**src/rtl/vc_phase_pkg.sv**
```systemverilog
// vc_phase_pkg: shared constants and helpers for the VC phase generator.
//   clog2        - ceiling log2 constant function (returns 0 for v <= 1)
//   DEF_*        - default NUM_VC, DWELL and EPOCH_W parameter values
//   phase_t      - phase index type at the default NUM_VC width
package vc_phase_pkg;

  localparam int DEF_NUM_VC  = 2;
  localparam int DEF_DWELL   = 1;
  localparam int DEF_EPOCH_W = 16;

  function automatic int clog2(input int v);
    int r;
    r = 0;
    while ((1 << r) < v) r++;
    return r;
  endfunction

  localparam int DEF_PHASE_W = clog2(DEF_NUM_VC);

  typedef logic [DEF_PHASE_W-1:0] phase_t;

endpackage

```
**src/rtl/vc_phase_gen_if.sv**
```systemverilog
// vc_phase_gen_if: control and status bundle of the VC phase generator.
//   master - requester side: drives hold / sync_load / sync_phase, observes phase status
//   slave  - generator side: the reverse
//   hold, sync_load, sync_phase      freeze and neighbour-alignment load controls
//   phase, phase_oh, polarity        current phase as index, one-hot and legacy bit
//   phase_start, wrap, sync_err      single-cycle event pulses
//   epoch                            rotation count, only with VC_PHASE_EPOCH_EN defined
interface vc_phase_gen_if
  import vc_phase_pkg::*;
#(
  parameter int NUM_VC  = DEF_NUM_VC,
  parameter int EPOCH_W = DEF_EPOCH_W
);
  localparam int PHASE_W = clog2(NUM_VC);

  logic               hold;
  logic               sync_load;
  logic [PHASE_W-1:0] sync_phase;
  logic [PHASE_W-1:0] phase;
  logic [NUM_VC-1:0]  phase_oh;
  logic               polarity;
  logic               phase_start;
  logic               wrap;
  logic               sync_err;
`ifdef VC_PHASE_EPOCH_EN
  logic [EPOCH_W-1:0] epoch;
`endif

  if (NUM_VC < 2 || EPOCH_W < 1) begin : g_bad_param
    $error("vc_phase_gen_if: NUM_VC must be >= 2 and EPOCH_W >= 1");
  end

  modport master (
    output hold, sync_load, sync_phase,
    input  phase, phase_oh, polarity, phase_start, wrap, sync_err
`ifdef VC_PHASE_EPOCH_EN
    , input epoch
`endif
  );

  modport slave (
    input  hold, sync_load, sync_phase,
    output phase, phase_oh, polarity, phase_start, wrap, sync_err
`ifdef VC_PHASE_EPOCH_EN
    , output epoch
`endif
  );

endinterface

```
**src/rtl/vc_dwell_ctr.sv**
```systemverilog
// vc_dwell_ctr: mod-DWELL up-counter pacing the phase rotation.
//   clk, reset  clock and synchronous active-high reset
//   clr         restart the count at 0 (wins over en)
//   en          count this cycle
//   tc          high while the count sits at DWELL-1
module vc_dwell_ctr
  import vc_phase_pkg::*;
#(
  parameter int DWELL = DEF_DWELL
) (
  input  logic clk,
  input  logic reset,
  input  logic clr,
  input  logic en,
  output logic tc
);
  // Keep at least one bit so DWELL=1 still elaborates; the count then stays at 0.
  localparam int CNT_W = (DWELL > 1) ? clog2(DWELL) : 1;
  localparam logic [CNT_W-1:0] LAST_CNT = CNT_W'(DWELL - 1);

  logic [CNT_W-1:0] cnt_q;

  assign tc = (cnt_q == LAST_CNT);

  always_ff @(posedge clk) begin
    if (reset || clr) begin
      cnt_q <= '0;
    end else if (en) begin
      cnt_q <= tc ? '0 : cnt_q + CNT_W'(1);
    end
  end

endmodule

```
**src/rtl/vc_phase_gen.sv**
```systemverilog
// vc_phase_gen: rotates a virtual-channel phase through NUM_VC phases of DWELL
// cycles each, so every router port and link agrees on the active VC.
//   clk, reset  clock and synchronous active-high reset
//   vc          vc_phase_gen_if slave port (controls in, phase status out)
// Per-edge priority: reset > sync_load > hold > advance. All outputs are registered.
// Optional: define VC_PHASE_EPOCH_EN to add the EPOCH_W-bit rotation counter vc.epoch.
module vc_phase_gen
  import vc_phase_pkg::*;
#(
  parameter int NUM_VC  = DEF_NUM_VC,
  parameter int DWELL   = DEF_DWELL,
  parameter int EPOCH_W = DEF_EPOCH_W
) (
  input logic           clk,
  input logic           reset,
  vc_phase_gen_if.slave vc
);
  localparam int PHASE_W = clog2(NUM_VC);
  localparam logic [PHASE_W-1:0] LAST_PHASE = PHASE_W'(NUM_VC - 1);
  localparam logic [PHASE_W:0]   NUM_VC_X   = (PHASE_W + 1)'(NUM_VC);
  localparam logic [NUM_VC-1:0]  OH_FIRST   = NUM_VC'(1);

  if (NUM_VC < 2 || DWELL < 1 || EPOCH_W < 1) begin : g_bad_param
    $error("vc_phase_gen: NUM_VC must be >= 2, DWELL >= 1, EPOCH_W >= 1");
  end

  logic               tc;
  logic               sync_ok;
  logic               adv_wrap;
  logic [PHASE_W-1:0] phase_q;
  logic [NUM_VC-1:0]  oh_q;
  logic               start_q;
  logic               wrap_q;
  logic               err_q;

  vc_dwell_ctr #(.DWELL(DWELL)) u_dwell (
    .clk   (clk),
    .reset (reset),
    .clr   (vc.sync_load),
    .en    (!vc.hold),
    .tc    (tc)
  );

  // Extra leading bit so NUM_VC itself is representable for power-of-two NUM_VC.
  assign sync_ok  = ({1'b0, vc.sync_phase} < NUM_VC_X);
  assign adv_wrap = !vc.sync_load && !vc.hold && tc && (phase_q == LAST_PHASE);

  always_ff @(posedge clk) begin
    if (reset) begin
      phase_q <= '0;
      oh_q    <= OH_FIRST;
      start_q <= 1'b0;
      wrap_q  <= 1'b0;
      err_q   <= 1'b0;
    end else if (vc.sync_load) begin
      // An out-of-range load lands on phase 0 rather than an illegal index.
      phase_q <= sync_ok ? vc.sync_phase : '0;
      oh_q    <= sync_ok ? (OH_FIRST << vc.sync_phase) : OH_FIRST;
      start_q <= 1'b1;
      wrap_q  <= 1'b0;
      err_q   <= !sync_ok;
    end else if (vc.hold) begin
      start_q <= 1'b0;
      wrap_q  <= 1'b0;
      err_q   <= 1'b0;
    end else if (tc) begin
      if (phase_q == LAST_PHASE) begin
        phase_q <= '0;
        oh_q    <= OH_FIRST;
        wrap_q  <= 1'b1;
      end else begin
        phase_q <= phase_q + PHASE_W'(1);
        oh_q    <= oh_q << 1;
        wrap_q  <= 1'b0;
      end
      start_q <= 1'b1;
      err_q   <= 1'b0;
    end else begin
      start_q <= 1'b0;
      wrap_q  <= 1'b0;
      err_q   <= 1'b0;
    end
  end

  assign vc.phase       = phase_q;
  assign vc.phase_oh    = oh_q;
  assign vc.polarity    = phase_q[0];
  assign vc.phase_start = start_q;
  assign vc.wrap        = wrap_q;
  assign vc.sync_err    = err_q;

`ifdef VC_PHASE_EPOCH_EN
  logic [EPOCH_W-1:0] epoch_q;

  // Counts on the same edge that raises wrap, so epoch and wrap update together.
  always_ff @(posedge clk) begin
    if (reset) begin
      epoch_q <= '0;
    end else if (adv_wrap) begin
      epoch_q <= epoch_q + EPOCH_W'(1);
    end
  end

  assign vc.epoch = epoch_q;
`else
  logic unused_adv_wrap;
  assign unused_adv_wrap = adv_wrap;
`endif

endmodule

```
**src/flat_wrapper.sv**
```systemverilog
// flat-port wrapper written by rule: the top's interface ports become plain ports
module vc_phase_gen_flat import vc_phase_pkg::*;
#(
  parameter int NUM_VC  = DEF_NUM_VC,
  parameter int DWELL   = DEF_DWELL,
  parameter int EPOCH_W = DEF_EPOCH_W
)
  (clk, reset, vc_hold, vc_sync_load, vc_sync_phase, vc_phase, vc_phase_oh, vc_polarity, vc_phase_start, vc_wrap, vc_sync_err);
  vc_phase_gen_if #(.NUM_VC(NUM_VC), .EPOCH_W(EPOCH_W)) vc_i ();
  input logic clk;
  input logic reset;
  input wire logic [$bits(vc_i.hold)-1:0] vc_hold;
  input wire logic [$bits(vc_i.sync_load)-1:0] vc_sync_load;
  input wire logic [$bits(vc_i.sync_phase)-1:0] vc_sync_phase;
  output wire logic [$bits(vc_i.phase)-1:0] vc_phase;
  output wire logic [$bits(vc_i.phase_oh)-1:0] vc_phase_oh;
  output wire logic [$bits(vc_i.polarity)-1:0] vc_polarity;
  output wire logic [$bits(vc_i.phase_start)-1:0] vc_phase_start;
  output wire logic [$bits(vc_i.wrap)-1:0] vc_wrap;
  output wire logic [$bits(vc_i.sync_err)-1:0] vc_sync_err;
  assign vc_i.hold = vc_hold;
  assign vc_i.sync_load = vc_sync_load;
  assign vc_i.sync_phase = vc_sync_phase;
  assign vc_phase = vc_i.phase;
  assign vc_phase_oh = vc_i.phase_oh;
  assign vc_polarity = vc_i.polarity;
  assign vc_phase_start = vc_i.phase_start;
  assign vc_wrap = vc_i.wrap;
  assign vc_sync_err = vc_i.sync_err;
  vc_phase_gen #(.NUM_VC(NUM_VC), .DWELL(DWELL), .EPOCH_W(EPOCH_W)) u_core (.clk(clk), .reset(reset), .vc(vc_i));
endmodule
```
**config.mk**
```make
export PLATFORM = sky130hd
export DESIGN_NAME = vc_phase_gen_flat
export DESIGN_NICKNAME = d
export VERILOG_FILES = /design/src/rtl/vc_phase_pkg.sv /design/src/rtl/vc_phase_gen_if.sv /design/src/rtl/vc_dwell_ctr.sv /design/src/rtl/vc_phase_gen.sv /design/src/flat_wrapper.sv
export SDC_FILE = /design/constraint.sdc
export NUM_CORES = 1
export LEC_CHECK = 0
export CAP_MARGIN = 20
export CORE_AREA = 5 5 42 44
export CTS_BUF_LIST = sky130_fd_sc_hd__clkbuf_4 sky130_fd_sc_hd__clkbuf_8 sky130_fd_sc_hd__clkbuf_16
export CTS_CLUSTER_DIAMETER = 30
export CTS_CLUSTER_SIZE = 20
export DETAILED_ROUTE_END_ITERATION = 7
export DIE_AREA = 0 0 47 49
export PLACE_DENSITY = 0.49
export SYNTH_ARGS = -nofsm -noshare
export SYNTH_HDL_FRONTEND = slang
export SYNTH_SLANG_ARGS = --single-unit
```
**constraint.sdc**
```tcl
create_clock -name clk -period 1 [get_ports clk]
set_input_delay 0.1 -clock clk [delete_from_list [all_inputs] [get_ports clk]]
set_output_delay 0.1 -clock clk [all_outputs]
set_load 0.005 [all_outputs]
```
==> results of run 1 <==
## report_power, final
group	switching, mW	internal [mW]	total, mW
combinational	0.0387	0.0634	0.102
clock	0.0852	0.178	0.263
sequential	0.00707	0.214	0.221
## timing repair
action	4_1_cts	5_1_grt
pin swaps	1	1
buffers inserted	1	0
setup endpoints to repair	8	4
gates resized for setup	9	1
## synth_stat cells
master	instances	area [um^2]
a21o_1	1	7.510
a21oi_1	2	10.01
a221oi_2	1	15.01
buf_4	2	15.01
conb_1	1	3.750
dfxtp_1	5	100.1
inv_1	2	7.510
nand3b_1	1	7.510
nor2b_1	2	12.51
nor3b_1	1	7.510
o31a_1	1	8.760
o41ai_1	1	8.760
or3b_1	1	8.760
## per-layer routing
metal / up-vias / routed length, um / part of all wire / global-route usage
met3: 6 / 37 / 0.061 / 0.03321
met4: 0 / 39 / 0.065 / 0.06912
met2: 12 / 302 / 0.50 / 0.09729
met1: 107 / 224 / 0.37 / 0.05275
met5: - / 0 / 0 / 0
li1: 107 / - / - / -
## per-stage QoR
| step | TNS, ps | std cells |
|---|---|---|
| 6_report | -66.69 | 55 |
| 5_1_grt | -111.5 | 55 |
| 4_1_cts | -88.78 | 55 |
| 3_5_place_dp | -945.3 | 50 |
| 3_3_place_gp | -818.7 | 50 |
| 2_1_floorplan | 0 | 21 |
## area by class of cell
cell class | count | area [um^2]
fill | 154 | 1003
clock buffer | 4 | 30.03
multi-input combinational | 12 | 95.09
timing repair buffer | 16 | 143.9
sequential | 5 | 101.3
inverter | 2 | 7.507
tap | 16 | 20.02
## logic make-up after synthesis
family | Yosys count | share of synthesized area
other cells | 1 | 0.01763
compound gates | 6 | 0.2353
simple gates | 5 | 0.1706
flops | 5 | 0.4706
buf+inv | 4 | 0.1059
## state kept, by name, summed over array words and instances, names as in the netlist
name	cells
u_core.vc.phase_oh	2
u_core.vc.phase	1
u_core.vc.phase_start	1
u_core.vc.wrap	1
## worst max-delay path by stage
stage                            end  slack (ps)  cells past startpoint
4_1_cts        u_core.vc.phase_oh[1]         -80                      3
6_report       u_core.vc.phase_oh[1]         -70                      3
5_1_grt        u_core.vc.phase_oh[1]        -100                      3
2_1_floorplan  u_core.vc.phase_oh[1]          20                      2
3_3_place_gp         u_core.vc.phase        -220                      4
3_5_place_dp   u_core.vc.phase_oh[1]        -230                      3
## worst max-delay path: cells and delay by family (launching register included)
family,cells,cell delay (ps)
flops,1,320
buf+inv,1,110
compound gates,1,200
simple gates,1,350
==> impl_metrics.ini, run 1 <==
[yosys]
ys_warn_count = 0
synth-seq-cells = 5
syn-cell-area_um2 = 212.7
ys_types = 13
synth_fp_nets = 26
synth-seq-area-share = 0.4706
syn_area_per_cell_um2 = 10.13
syn-instance-count = 21

[setup_path]
path_class = reg2reg
cp.required_ps = 1160
arrival_ps = 1230
r2r_end = u_core.vc.phase_oh[1]
r2r-start = u_core.vc.phase
cp_max_fo = 3
setup.worst_path.start_class = flip-flop
slowest_stage = or3b_1
crit_chain = buf_6 -> or3b_1 -> a221oi_2
critical_path.endpoint_type = flip-flop
critical-path-max-stage-delay_ps = 350
cp-startpoint = u_core.vc.phase
reg2reg_slack_ps = -70
ff2ff_path_depth = 3

[routing]
drc_errors = 0
viasPerCell = 4.218
routed_wirelength_um = 604
vias = 232
first_iter_violations = 2
detail-route-antenna-nets = 0
wl_per_cell_um = 10.98
drt_first_pass_iters = 4

[die]
ios = 12
rows = 14
die_area_um2 = 2303
dieWidth_um = 47
core_um2 = 1401
start_util = 0.1518
die_height_um = 49

[global_route]
track_usage = 0.06408
antenna_found_initial = 0
grt_pass1_vias = 239
grt_pass1_wl_um = 959
grt_overflow = 0
grt_max_degree = 7

[place]
gp_congestion = 0.7364
dpl_cell_area_um2 = 355.3
portBuffers = 10
dp_hpwl_um = 446.6
dp_slack_ps = -233.0

[timing]
skew_ps = 1.798
rsz0062_at_grt = true
layout_min_cycle_time_ps = 1067
fin_crit_sh = 1.067
setup_viol = 1
setup_ws_ps = -66.69
final-max-slew-violation-count = 0
fmax_mhz = 937.5
final_hold_viol_count = 0
holdWs_ps = 243.2

[run_status]
status = finished with violations
violations = negative setup slack

[power]
power_uw = 586.7
p_per_area_nw_per_um2 = 1475
irDropWorstVdd_v = 0.0004545
p_leak_nw = 0.1963

[clock_tree]
htreeDepth = 1
tritoncts = done
cts_root_buf = clkbuf_4
clock_latency_ps = 240
numCtsBuffers = 3
cts_num_sinks = 5
hold_buffers = 0
clockBufferDepth = 2
clk_pin_slew_worst_paths_ps = 50

[worst_hold_path]
worst_hold_path.endpoint = u_core.vc.phase_oh[1]
hold_path_depth = 3
hold_start = vc_hold
min_path_type = in2reg

[layout]
drive_gt1_frac = 0.3333
stdcell_area_um2 = 397.9
layout_common_cells = 6 x dlygate4sd2_1, 5 x buf_4, 4 x clkbuf_4, 4 x dfxtp_1, 3 x clkdlybuf4s50_1
nets = 45
postLayoutCoreUtil = 0.2839
final_common_cell = dlygate4sd2_1
area_growth_pct = 87.06
diodes = 0

[run]
max_cap_viol_count = 0
(Power assumes the default switching activity.)
==> inputs of run 2 (changes only) <==
Settings changed: PLACE_DENSITY 0.49 to 0.48.
Clock period 1 ns to 1.3 ns, I/O delays scaled along.
==> run 2 against run 1 <==
Net effect: the run now ends clean; worst hold slack better by 290 ps; worst setup slack better by 130 ps; total power shrank 24%; combinational power is 31% lower; core utilization is 2.9 points lower; sequential power is 23% lower; critical path type is now reg2out; critical endpoint is now vc_phase_oh[0]; highest routed layer is now met3.
==> impl_metrics.ini, run 2 (same netlist as run 1, synthesis figures left out) <==
[routing]
wl_per_cell_um = 10.46
vias = 194
drc_errors = 0
routed_wirelength_um = 523
viasPerCell = 3.880
first_iter_violations = 19
detail-route-antenna-nets = 0
drt_first_pass_iters = 4

[power]
p_int_uw = 347.7
switching_power_uw = 99.98
irDropWorstVdd_v = 0.0003558
swShare = 0.2233
p_comb_frac = 0.158
clkPwrFrac = 0.459
p_leak_nw = 0.1447
p_per_area_nw_per_um2 = 1256
pwr-share-seq = 0.383

[run_status]
status = finished, final reports clean

[place]
portBuffers = 10
gp_congestion = 0.7339

[timing]
final-max-slew-violation-count = 0
layout_min_cycle_time_ps = 1238
fin_tns_setup_ps = 0
skew_ps = 0.7814
fmax_mhz = 807.8
setup_viol = 0
fin_crit_sh = 0.9523
final_hold_viol_count = 0
rsz0062_at_grt = false

[global_route]
grt_max_degree = 8
grt_pass1_wl_um = 855
grt_overflow = 0
track_usage = 0.05563
grt_pass1_vias = 213
antenna_found_initial = 0

[die]
ios = 12
die_area_um2 = 2303
dieWidth_um = 47
start_util = 0.1518
core_um2 = 1401
rows = 14
die_height_um = 49

[setup_path]
path_class = reg2out
arrival_ps = 1110
critical_path.endpoint_type = primary output
setup.worst_path.start_class = flip-flop
cp_max_fo = 3
slowest_stage = clkdlybuf4s50_1
critical-path-max-stage-delay_ps = 520
path_buf_inv = 1
crit_chain = clkdlybuf4s50_1
cp.required_ps = 1170
path_delay_family = buffers and inverters

[clock_tree]
numCtsBuffers = 3
post-cts-setup-buffer-count = 0
clock_latency_ps = 240
cts_num_sinks = 5
tritoncts = done
clockBufferDepth = 2
ctsResizeCount = 0
cts_root_buf = clkbuf_4
clk_pin_slew_worst_paths_ps = 50
htreeDepth = 1
hold_buffers = 0

[layout]
diodes = 0
postLayoutCoreUtil = 0.2545
largest_register_ffs = 2
final_common_cell = clkdlybuf4s50_1
nets = 40
drive_gt1_frac = 0.2059
layout_common_cells = 10 x clkdlybuf4s50_1, 4 x clkbuf_4, 4 x dfxtp_1
area_growth_pct = 67.65

[worst_hold_path]
min_path_type = in2reg

[run]
max_cap_viol_count = 0
[run 2: changes by cell type in the layout (fill, tap and decap cells not counted), sizes merged]
cell / previous run / this run
dlymetal6s2s: 1 / 0
dlygate4sd2: 6 / 0
buf: 6 / 1
clkdlybuf4s50: 3 / 10
[run 2: power groups by stage]
stage | logic, mW | clock network, mW | registers [mW]
final | 0.0707 | 0.206 | 0.171
after global routing | 0.0766 | 0.221 | 0.173
after CTS | 0.0716 | 0.212 | 0.171
after detailed placement | 0.0712 | 0 | 0.174
after global placement | 0.0704 | 0 | 0.173
after floorplan | 0.0263 | 0 | 0.174
[run 2: layer usage]
metal / vias up / GRT usage / routed length (um)
li1: 98 / - / -
met1: 90 / 0.05714 / 232
met2: 6 / 0.07240 / 252
met3: 0 / 0.02214 / 39
met4: 0 / 0.06912 / 0
met5: - / 0 / 0
[run 2: area by class of cell]
| cell class | count | area, um^2 |
|---|---|---|
| Timing Repair Buffer | 11 | 107.6 |
| Inverter | 2 | 7.507 |
| Sequential cell | 5 | 101.3 |
| Clock buffer | 4 | 30.03 |
| Tap cell | 16 | 20.02 |
| Fill cell | 160 | 1045 |
| Multi-Input combinational cell | 12 | 90.09 |
[run 2: stage by stage]
step	setup slack (ps)	area [um^2]	std cells	total power [mW]	hold slack [ps]
5_1_grt	32.97	356.6	50	0.4703	543.0
2_1_floorplan	322.0	212.7	21	0.2002	196.2
6_report	62.06	356.6	50	0.4477	530.5
3_3_place_gp	52.63	325.3	46	0.2438	552.6
4_1_cts	10.16	355.3	50	0.4547	517.3
3_5_place_dp	41.13	325.3	46	0.2451	565.4
[run 2: path summary, 6_finish.rpt]
| check | startpoint | end | slack (ps) | cells after the start |
|---|---|---|---|---|
| worst min register to register | u_core.vc.phase | u_core.vc.phase | 550 | 2 |
| worst min-delay path | vc_sync_phase | u_core.vc.phase_oh[1] | 530 | 3 |
| worst max register to register | u_core.vc.phase_oh[0] | u_core.vc.phase_oh[1] | 280 | 2 |
| worst max-delay path | u_core.vc.phase_oh[0] | vc_phase_oh[0] | 60 | 1 |
